**src/rtl/rst_seq_pkg.sv**
```systemverilog
// Shared state encoding and helpers for the rst_seq reset sequencer.
package rst_seq_pkg;

  localparam int unsigned STATE_W = 3;

  typedef enum logic [STATE_W-1:0] {
    RESET     = 3'd0,
    WAIT_LOCK = 3'd1,
    STABLE    = 3'd2,
    RELEASE   = 3'd3,
    RUN       = 3'd4,
    HOLD      = 3'd5
  } state_e;

  // Core reset is held in every state before the stable count completes, and in HOLD.
  function automatic logic core_held(input state_e s);
    return (s == RESET) || (s == WAIT_LOCK) || (s == STABLE) || (s == HOLD);
  endfunction

endpackage

```
**src/rtl/rst_seq_sync_2ff.sv**
```systemverilog
// Two-flop synchroniser with synchronous active-high reset, reused for async inputs.
module sync_2ff (
  input  logic clk_i,
  input  logic rst_i,
  input  logic d_i,
  output logic q_o
);

  logic s1_q, s2_q;

  always_ff @(posedge clk_i) begin
    if (rst_i) begin
      s1_q <= 1'b0;
      s2_q <= 1'b0;
    end else begin
      s1_q <= d_i;
      s2_q <= s1_q;
    end
  end

  assign q_o = s2_q;

endmodule

```
**src/rtl/rst_seq.sv**
```systemverilog
// Reset sequencer: releases core then peripheral reset after PLL lock is stable.
// Optional lock-loss glitch filter enabled by defining RST_SEQ_LOCK_FILTER_EN.
module rst_seq
  import rst_seq_pkg::*;
#(
  parameter int unsigned STABLE_CYCLES = 1024,
  parameter int unsigned STAGE_GAP     = 16,
  parameter int unsigned SOFT_HOLD     = 32,
  parameter int unsigned LOCK_FILTER   = 4,
  parameter int unsigned CNT_W         = 16
) (
  input  logic clk_i,
  input  logic rst_i,
  input  logic lock_i,
  input  logic soft_rst_i,
  output logic rst_core_o,
  output logic rst_periph_o,
  output logic ready_o,
  output logic lock_lost_o
);

  state_e           state_q, state_d;
  logic [CNT_W-1:0] cnt_q, cnt_d;
  logic             lost_q, lost_d;
  logic             core_q, periph_q, ready_q;
  logic             lock_s;
  logic             lock_loss;

  sync_2ff u_lock_sync (
    .clk_i (clk_i),
    .rst_i (rst_i),
    .d_i   (lock_i),
    .q_o   (lock_s)
  );

`ifdef RST_SEQ_LOCK_FILTER_EN
  logic [CNT_W-1:0] filt_q, filt_d;

  // Saturates at LOCK_FILTER so a long outage cannot wrap back into "short drop".
  always_comb begin
    filt_d = filt_q;
    if (lock_s)
      filt_d = '0;
    else if (filt_q != CNT_W'(LOCK_FILTER))
      filt_d = filt_q + CNT_W'(1);
  end

  always_ff @(posedge clk_i) begin
    if (rst_i) filt_q <= '0;
    else       filt_q <= filt_d;
  end

  assign lock_loss = !lock_s && (filt_q >= CNT_W'(LOCK_FILTER - 1));
`else
  assign lock_loss = !lock_s;
`endif

  always_comb begin
    state_d = state_q;
    cnt_d   = cnt_q;
    lost_d  = lost_q;
    unique case (state_q)
      RESET: begin
        state_d = WAIT_LOCK;
        cnt_d   = '0;
      end
      WAIT_LOCK: begin
        if (lock_s) begin
          state_d = STABLE;
          cnt_d   = '0;
        end
      end
      STABLE: begin
        if (lock_loss) begin
          state_d = WAIT_LOCK;
          cnt_d   = '0;
        end else if (cnt_q == CNT_W'(STABLE_CYCLES - 1)) begin
          state_d = RELEASE;
          cnt_d   = '0;
        end else begin
          cnt_d = cnt_q + CNT_W'(1);
        end
      end
      RELEASE, RUN, HOLD: begin
        if (lock_loss) begin
          state_d = WAIT_LOCK;
          cnt_d   = '0;
          lost_d  = 1'b1;
        end else if (soft_rst_i && state_q != HOLD) begin
          state_d = HOLD;
          cnt_d   = '0;
        end else if (state_q == RELEASE && cnt_q == CNT_W'(STAGE_GAP - 1)) begin
          state_d = RUN;
          cnt_d   = '0;
        end else if (state_q == HOLD && cnt_q == CNT_W'(SOFT_HOLD - 1)) begin
          state_d = RELEASE;
          cnt_d   = '0;
        end else if (state_q != RUN) begin
          cnt_d = cnt_q + CNT_W'(1);
        end
      end
      default: begin
        state_d = RESET;
        cnt_d   = '0;
      end
    endcase
  end

  // Outputs decode the next state so they are registered and change together.
  always_ff @(posedge clk_i) begin
    if (rst_i) begin
      state_q  <= RESET;
      cnt_q    <= '0;
      lost_q   <= 1'b0;
      core_q   <= 1'b1;
      periph_q <= 1'b1;
      ready_q  <= 1'b0;
    end else begin
      state_q  <= state_d;
      cnt_q    <= cnt_d;
      lost_q   <= lost_d;
      core_q   <= core_held(state_d);
      periph_q <= (state_d != RUN);
      ready_q  <= (state_d == RUN);
    end
  end

  assign rst_core_o   = core_q;
  assign rst_periph_o = periph_q;
  assign ready_o      = ready_q;
  assign lock_lost_o  = lost_q;

endmodule

```
**config.mk**
```make
export PLATFORM = sky130hd
export DESIGN_NAME = rst_seq
export DESIGN_NICKNAME = d
export VERILOG_FILES = /design/src/rtl/rst_seq_pkg.sv /design/src/rtl/rst_seq_sync_2ff.sv /design/src/rtl/rst_seq.sv
export SDC_FILE = /design/constraint.sdc
export NUM_CORES = 1
export LEC_CHECK = 0
export ABC_AREA = 0
export CORE_ASPECT_RATIO = 0.8
export CORE_MARGIN = 3
export CORE_UTILIZATION = 30
export CTS_CLUSTER_SIZE = 14
export DETAILED_ROUTE_END_ITERATION = 6
export HOLD_SLACK_MARGIN = 0.15
export MAX_ROUTING_LAYER = met4
export SETUP_SLACK_MARGIN = 0.5
export SLEW_MARGIN = 30
export SYNTH_ARGS = -nofsm -noshare
export SYNTH_HDL_FRONTEND = slang
export SYNTH_SLANG_ARGS = --single-unit
export TNS_END_PERCENT = 1
```
**constraint.sdc**
```tcl
create_clock -name clk_i -period 2.16 [get_ports clk_i]
set_input_delay 0.432 -clock clk_i [delete_from_list [all_inputs] [get_ports clk_i]]
set_output_delay 0.432 -clock clk_i [all_outputs]
set_load 0.05 [all_outputs]
```
==> results of run 1 <==
-- cell type report --
cell class / instances / share of cell area [%]
inverters: 5 / 1.28
flip-flops and latches: 25 / 29.8
multi-input cells: 123 / 49.1
clock buffers: 3 / 2.34
repair buffers: 28 / 13.1
well taps: 57 / 4.05
clock inverters: 1 / 0.284
-- routing by layer --
metal	share of wire, %	vias up
met5	0	-
met4	1.3	0
met3	3.4	6
met2	43	23
met1	52	573
li1	-	626
-- cells by family (layout without fill, tap and decap cells) --
group | count (synthesis) | count (layout) | share of synthesized area [%]
buffers and inverters | 11 | 37 | 4.49
and+or+nand+nor | 78 | 78 | 30.3
DFF | 25 | 25 | 36.6
xor gates and xnor gates | 9 | 9 | 5.77
adders and majority gates | 1 | 1 | 0.916
AOI/OAI and AO/OA | 35 | 35 | 21.9
-- cells in the final DEF (no fill, tap or decap), types with 3 or more instances in the layout --
master | synthesis | layout
clkdlybuf4s50_1 | 0 | 6
nand2_1 | 15 | 15
nand4_1 | 6 | 6
a21oi_1 | 4 | 4
xor2_1 | 5 | 5
nor2_1 | 22 | 22
a31oi_1 | 9 | 8
inv_1 | 4 | 4
and3_1 | 3 | 3
clkbuf_8 | 0 | 3
nand2b_1 | 3 | 3
buf_4 | 1 | 20
dfxtp_4 | 0 | 4
xnor2_1 | 4 | 4
nor3_1 | 3 | 3
dfxtp_2 | 0 | 8
dfxtp_1 | 25 | 13
nand3_1 | 7 | 6
-- worst max-delay path, cell delays in order, from the launching register on --
cell	delay, ns
dfxtp_1	0.37
nor4_4	0.33
buf_4	0.16
nand2_1	0.10
o21bai_4	0.20
a2111oi_4	0.10
buf_4	0.17
a21o_2	0.18
a22o_1	0.16
-- path summary, 6_finish.rpt --
check                        start         endpoint  slack, ns  cells after the start
setup / recovery         cnt_q[10]        cnt_q[14]       0.27                      8
hold / removal    u_lock_sync.s1_q  u_lock_sync.q_o       0.46                      1
setup reg to reg         cnt_q[10]        cnt_q[14]       0.27                      8
hold reg to reg   u_lock_sync.s1_q  u_lock_sync.q_o       0.46                      1
-- through the flow --
stage | cells | area (um2) | setup TNS, ns
after floorplan | 159 | 1390 | 0
after global placement | 231 | 1590 | -0.345
after detailed placement | 231 | 1590 | -0.670
after CTS | 241 | 1700 | 0
after global routing | 242 | 1760 | 0
final | 242 | 1760 | 0
-- where the power goes --
| part | switching, mW | total (mW) | internal (mW) |
|---|---|---|---|
| Sequential | 0.00519 | 0.467 | 0.462 |
| Combinational | 0.0449 | 0.0873 | 0.0424 |
| Clock | 0.154 | 0.283 | 0.129 |
| Total | 0.204 | 0.837 | 0.634 |
-- sequential cells by signal, indices dropped and copies added, names as in the netlist --
| signal | count |
|---|---|
| u_lock_sync.s1_q | 1 |
| cnt_q | 16 |
| state_q | 3 |
| rst_core_o | 1 |
| rst_periph_o | 1 |
| u_lock_sync.q_o | 1 |
| ready_o | 1 |
| lock_lost_o | 1 |
-- what timing repair did --
item | in CTS | in global routing
hold endpoints to repair | 0 | 0
resized for setup | 12 | 12
cloned | 1 | 0
endpoints found under the setup margin | 25 | 26
pin swaps | 5 | 2
setup buffers | 5 | 1
==> results.json, run 1 <==
{
  "synth_edf_count": 0,
  "power.leakage_nw": 0.625,
  "ant_nets": 0,
  "antenna_found_initial": 0,
  "num_rows": 21,
  "crit_path_end_kind": "register",
  "cellPowerDensity_nw_per_um2": 475,
  "coreArea_um2": 4280,
  "synthFlopType": "dfxtp_1",
  "insertion_delay_ns": 0.27,
  "syn-num-nets": 164,
  "post_drt_wl_per_cell_um": 13.1,
  "vias_per_cell": 5.07,
  "first_global_vias": 1154,
  "syn_area_um2": 1370,
  "fin_crit_sh_pct": 87.4,
  "synth_cell_types": 53,
  "use_met1_pct": 17.7,
  "vias": 1228,
  "clock-sinks": 25,
  "worst_hold_slack_ns": 0.463,
  "grt_use_total_pct": 13.2,
  "synth_most_common_cell": "dfxtp_1",
  "postRouteWirelength_um": 3170,
  "required_ns": 2.33,
  "dieArea_um2": 5410,
  "layout.area.seq_um2": 526,
  "post-route-util_pct": 41.1,
  "top_usage_layer": "met2",
  "final_nets": 191,
  "status": "finished clean",
  "yosys.area.top_type": "dfxtp_1",
  "peakVddDrop_uv": 411,
  "pin_count": 8,
  "synth_area_leaders": "dfxtp_1, nor2_1, a31oi_1",
  "fin_ws_ns": 0.273,
  "drt-initial-drc-count": 90,
  "io_buffers": 7,
  "async_flop_share_pct": 0,
  "drive_gt1_share_pct": 31.9,
  "syn2layout_area_growth_pct": 28.9,
  "firstDrtPassIters": 4,
  "htree_levels": 1,
  "clockBufferDepth": 2,
  "fmax_mhz": 530,
  "path_class": "reg2reg",
  "finalCriticalPeriod_ns": 1.89,
  "synth_top_area_share_pct": 36.6,
  "syn_inst": 159,
  "die_x_um": 81.5,
  "fillers": 440,
  "cts_tree": "yes",
  "synthTopCellsByCount": "dfxtp_1, nor2_1, nand2_1",
  "cts_root_buf": "clkbuf_8",
  "antenna_cells": 0,
  "start_kind": "register",
  "finalHoldViolCount": 0,
  "seq_area_frac_synth_pct": 36.6,
  "postCtsHoldBufs": 0,
  "maxSlewViolCount": 0,
  "cp.arrival_ns": 2.06,
  "dp_hpwl_um": 2230,
  "avgSynthCellArea_um2": 8.59,
  "max_cap_violations": 0,
  "die_y_um": 66.4,
  "place_congestion": 0.834,
  "grt_max_degree": 15,
  "cts_inserted_buffers": 3,
  "rsz0062_at_grt": "true",
  "clk_pin_slew_ns": 0.09,
  "multi_input_area_um2": 866,
  "start_util_pct": 31.9,
  "p_total_mw": 0.837,
  "grt_pass1_wl_um": 5420,
  "maxSlewHeadroom_pct": 66.6,
  "hold_path_class": "reg2reg",
  "skew_ns": 0.00155,
  "grt_overflow_total": 0,
  "grt.met2_usage_pct": 19.4,
  "use_met3_pct": 3.41,
  "setup_violations": 0,
  "dp_slack_ns": -0.112,
  "drc": 0,
  "ys_seq_elements": 25,
  "yosysWarnings": 0,
  "worstMarginPinSlew_ns": 0.500,
  "cp_max_fo": 5
}
No activity file was read; power rests on OpenSTA's default activity.
==> run 2: changes to the inputs <==
RECOVER_POWER = 50   (was unset)
==> run 2 against run 1 <==
Effect of this change: clock skew is 0.0011 ns higher; design area is 1.1% lower; maximum frequency is 3.6% lower; total power is 0.38% lower; critical path type unchanged; routed wire length is 0.16% lower; worst setup slack worse by 0.071 ns; hold slack better by 0.0024 ns; die area stayed put; largest cell class unchanged; cell count stayed put.
==> results.json, run 2 (synthesis results as in run 1) <==
{
  "post_drt_wl_per_cell_um": 13.1,
  "drive_gt1_share_pct": 28.6,
  "top_register": "cnt_q",
  "dieArea_um2": 5410,
  "io_buffers": 7,
  "dp_hpwl_um": 2230,
  "vias": 1237,
  "start_kind": "register",
  "cts_inserted_buffers": 3,
  "syn2layout_area_growth_pct": 27.5,
  "hold_path_class": "reg2reg",
  "biggestRegsByFlops": "cnt_q x16, state_q x3",
  "cp.arrival_ns": 2.14,
  "ant_nets": 0,
  "required_ns": 2.34,
  "layout_common_cells": "nor2_1, buf_4, nand2_1",
  "clk_pin_slew_ns": 0.09,
  "grt_overflow_total": 0,
  "status": "finished clean",
  "place_congestion": 0.834,
  "worstMarginPinSlew_ns": 0.502,
  "postCtsHoldBufs": 0,
  "antenna_cells": 0,
  "clock-sinks": 25,
  "min_path_cells": 1,
  "finish.instance_area_um2": 1740,
  "hold_path.startpoint": "u_lock_sync.s1_q",
  "r2r_cells": 7,
  "die_x_um": 81.5,
  "grt_use_total_pct": 13.2,
  "postRouteWirelength_um": 3160,
  "final_nets": 191,
  "reg2reg_to": "rst_periph_o",
  "setup_violations": 0,
  "layout_commonest_cell": "nor2_1",
  "fmax_mhz": 511,
  "peakVddDrop_uv": 410,
  "maxSlewHeadroom_pct": 66.4,
  "maxSlewViolCount": 0,
  "cp_max_fo": 5,
  "whs_endpoint": "u_lock_sync.q_o",
  "grt_pass1_wl_um": 5420,
  "skew_ns": 0.00267,
  "cts_root_buf": "clkbuf_8",
  "r2r_start": "cnt_q[10]",
  "fillers": 444,
  "rsz0062_at_grt": "true",
  "grt_max_degree": 15,
  "finalHoldViolCount": 0,
  "cts_tree": "yes",
  "num_rows": 21,
  "crit_path_end_kind": "register",
  "max_cap_violations": 0,
  "postPlaceCellArea_um2": 1590,
  "drc": 0,
  "power.leakage_nw": 0.612,
  "coreArea_um2": 4280,
  "start_util_pct": 31.9,
  "vias_per_cell": 5.11,
  "path_class": "reg2reg",
  "drt-initial-drc-count": 75,
  "clockBufferDepth": 2,
  "antenna_found_initial": 0,
  "firstDrtPassIters": 4,
  "setup_tns_ns": 0,
  "r2r_setup_slack_ns": 0.20,
  "htree_levels": 1,
  "cellPowerDensity_nw_per_um2": 479,
  "die_y_um": 66.4,
  "first_global_vias": 1154,
  "finalCriticalPeriod_ns": 1.96,
  "insertion_delay_ns": 0.27,
  "fin_crit_sh_pct": 90.7,
  "largest_register_ffs": 16,
  "pin_count": 8
}
-- run 2: metrics by stage --
step / total power, mW / hold slack (ns) / utilization (%) / worst slack (ns) / cells
after floorplan: 0.530 / 0.414 / - / 0.479 / 159
after global placement: 0.558 / 0.446 / 37.1 / -0.0754 / 231
after detailed placement: 0.557 / 0.456 / 37.1 / -0.112 / 231
after CTS: 0.852 / 0.470 / 39.8 / 0.287 / 241
after global routing: 0.878 / 0.482 / 40.7 / 0.112 / 242
final: 0.834 / 0.465 / 40.7 / 0.202 / 242
-- run 2: worst max path at each step --
stage / from / endpoint / slack, ns / cells past startpoint
2_1_floorplan: state_q[2] / cnt_q[5] / 0.48 / 7
3_3_place_gp: soft_rst_i / cnt_q[15] / -0.08 / 8
3_5_place_dp: soft_rst_i / cnt_q[11] / -0.11 / 9
4_1_cts: cnt_q[1] / cnt_q[14] / 0.29 / 8
5_1_grt: state_q[1] / cnt_q[15] / 0.11 / 7
6_report: cnt_q[10] / rst_periph_o / 0.20 / 7
-- run 2: cell type report --
cell class / count / area, um2 / share of cell area, %
clock buffer: 3 / 41.3 / 2.37
multi-input combinational: 123 / 858 / 49.3
timing repair buffer: 28 / 219 / 12.6
tap: 57 / 71.3 / 4.09
inverter: 5 / 22.5 / 1.29
sequential: 25 / 524 / 30.1
clock inverter: 1 / 5.00 / 0.287
-- run 2: critical path, stage by stage (launching register included) --
cell and delay [ns]:
dfxtp_1 0.38, nor4_4 0.33, buf_4 0.16, and4_1 0.29
nand4_1 0.14, a31oi_1 0.31, and2_1 0.21, inv_1 0.04
-- run 2: layer usage --
layer	vias to the layer above	GRT usage [%]	wire, um
met5	-	-	0
met4	0	3.59	40
met3	6	3.41	153
met2	29	19.4	1350
met1	574	17.7	1610
li1	628	-	-
-- run 2: where the power goes --
part           total (mW)  switching [mW]  internal, mW
sequential          0.467         0.00517         0.462
combinational      0.0833          0.0443        0.0390
clock               0.284           0.155         0.129
-- run 2: timing repair --
action	CTS	global route
endpoints found under the hold margin	0	0
resized for setup	12	12
pin swaps	5	2
buffers inserted	5	1
setup endpoints to repair	25	26
cloned	1	0
==> edit: new RTL, settings of run 2 <==
The 6 states of `state_e` get a Gray code encoding in 3 bits.
--- a/src/rtl/rst_seq_pkg.sv
+++ b/src/rtl/rst_seq_pkg.sv
@@ -3,13 +3,13 @@
 
   localparam int unsigned STATE_W = 3;
 
-  typedef enum logic [STATE_W-1:0] {
-    RESET     = 3'd0,
-    WAIT_LOCK = 3'd1,
-    STABLE    = 3'd2,
-    RELEASE   = 3'd3,
-    RUN       = 3'd4,
-    HOLD      = 3'd5
+  typedef enum logic [2:0] {
+    RESET     = 3'b000,
+    WAIT_LOCK = 3'b001,
+    STABLE    = 3'b011,
+    RELEASE   = 3'b010,
+    RUN       = 3'b110,
+    HOLD      = 3'b111
   } state_e;
 
   // Core reset is held in every state before the stable count completes, and in HOLD.
Formal check against the unedited RTL: no difference found for any inputs over 10 cycles, from zero or initial values and one cycle with rst_i high; not proved beyond that.
==> edit against run 2 <==
- combinational power shrank 42%
- global-route usage grew 0.59 points
- design area shrank 11%
- worst setup slack gained 0.037 ns
- largest power group unchanged
- synthesized cell count shrank 0.63%
- via count shrank 2.9%
- wire length grew 2.6%
- sequential cell count is the same
- count of clock-buffer cells in the layout grew 1
- first-iteration DRC count grew 67%
- critical path depth shrank 1
- synthesized area shrank 4.5%
- sequential share of layout area grew 3.0 points
- total power shrank 5.5%
==> edit: results (changes against run 2) <==
GPL Wtd Cong - 0.9505 (+14%)
Biggest regs - cnt_q (16), state_q (3)
Worst VDD drop - 0.0002091 V (-49%)
Worst Skew - 0.003047 ns (+0.0003736 ns)
Syn nets - 163 (-0.61%)
Dpl hpwl - 2325 um (+4.1%)
Sequential-to-total area share from yosys stat - 38.35% (+1.7 points)
CTS Buf Count - 3 (unchanged)
First-pass GRT wire length - 5506 um (+1.5%)
Slew headroom - 55.27% (-11 points)
Overall Global Routing Usage - 13.76% (+0.59 points)
Number of global-route vias before repair - 1,192 (+3.3%)
Drt first pass iters - 6 (+2)
Most frequent cells after synthesis - dfxtp_1 (25), nand2_1 (16), nor2_1 (13)
DP Area - 0.001471 mm^2 (-7.4%)
Clk root buf - clkbuf_8
Routed length per placed instance - 14.40 um (+10%)
H-tree Lvls - 1 (unchanged)
Vias per cell - 5.338 (+4.4%)
Fin nets - 176 (-7.9%)
CP max FO - 6 (+1)
Status - completed
Netlist cell types - 42 (-21%)
Maximum clock insertion buffer count - 2 (unchanged)
LEAKAGE - 0.4954 nW (-19%)
Critical path arrival - 2.07 ns (-0.07 ns)
CTS Hold Bufs - 0 (unchanged)
Warnings, synthesis - 0 (unchanged)
DRT iter0 DRCs - 125 (+67%)
Filler instances - 387 (-13%)
Ant diodes - 0 (unchanged)
Ranking of synthesized cells by area - dfxtp_1 (38%), nand2_1 (4.6%), nor2_1 (3.7%)
Fraction of layout cells with a size suffix above 1 - 14.71% (-14 points)
Async SR Flop Fraction - 0% (unchanged)
Worst R2R Setup Slack - 0.24 ns (+0.04 ns)
## edit: kinds of logic after synthesis
| group | share of synthesized area (%) |
|---|---|
| AND/OR/NAND/NOR | 32.79 |
| AO/OA/AOI/OAI | 18.50 |
| flip-flops | 38.35 |
| buffers and inverters | 4.698 |
| XOR/XNOR | 4.698 |
| adder cells (fa/ha/maj) | 0.9586 |
## edit: cell type report
| cell class | instances | area, um^2 | share of cell area (%) |
|---|---|---|---|
| sequential | 25 | 510.5 | 33.12 |
| multi-input combinational | 120 | 768.2 | 49.84 |
| clock buffer | 4 | 45.04 | 2.922 |
| timing repair buffer | 16 | 130.1 | 8.442 |
| inverter | 5 | 18.77 | 1.218 |
| tap | 55 | 68.82 | 4.464 |
## edit: power breakdown
part	switching, mW	internal, mW	total, mW
sequential	0.00389	0.462	0.466
clock	0.142	0.132	0.274
combinational	0.0296	0.0189	0.0486
total	0.175	0.613	0.789
## edit: what timing repair did
| action | in CTS | in global routing |
|---|---|---|
| pin swaps | 2 | 2 |
| endpoints found under the setup margin | 24 | 23 |
| setup buffers | 2 | 1 |
| resized for setup | 3 | 7 |
## edit: stage by stage
step	setup slack [ns]	cells	total power [mW]	hold WS [ns]	util [%]
2_1_floorplan	0.4213	158	0.5027	0.4138	-
3_3_place_gp	0.1033	218	0.5226	0.4184	36.98
3_5_place_dp	0.03431	218	0.5243	0.4316	36.98
4_1_cts	0.2931	224	0.8002	0.4529	38.52
5_1_grt	0.1235	225	0.8343	0.4786	38.74
6_report	0.2394	225	0.7886	0.4494	38.74
## edit: metal layers
layer	global-route usage (%)	share of wire, %	up-vias
met5	-	0	-
met3	4.028	8.0	4
met4	2.743	0.80	0
met1	18.63	47	542
met2	20.52	44	51
li1	-	-	604
## edit: path summary, 6_finish.rpt
| check | start | end | cells past startpoint |
|---|---|---|---|
| min reg2reg | u_lock_sync.s1_q | u_lock_sync.q_o | 1 |
| min | u_lock_sync.s1_q | u_lock_sync.q_o | 1 |
| max | cnt_q[1] | rst_periph_o | 6 |
| max reg2reg | cnt_q[1] | rst_periph_o | 6 |
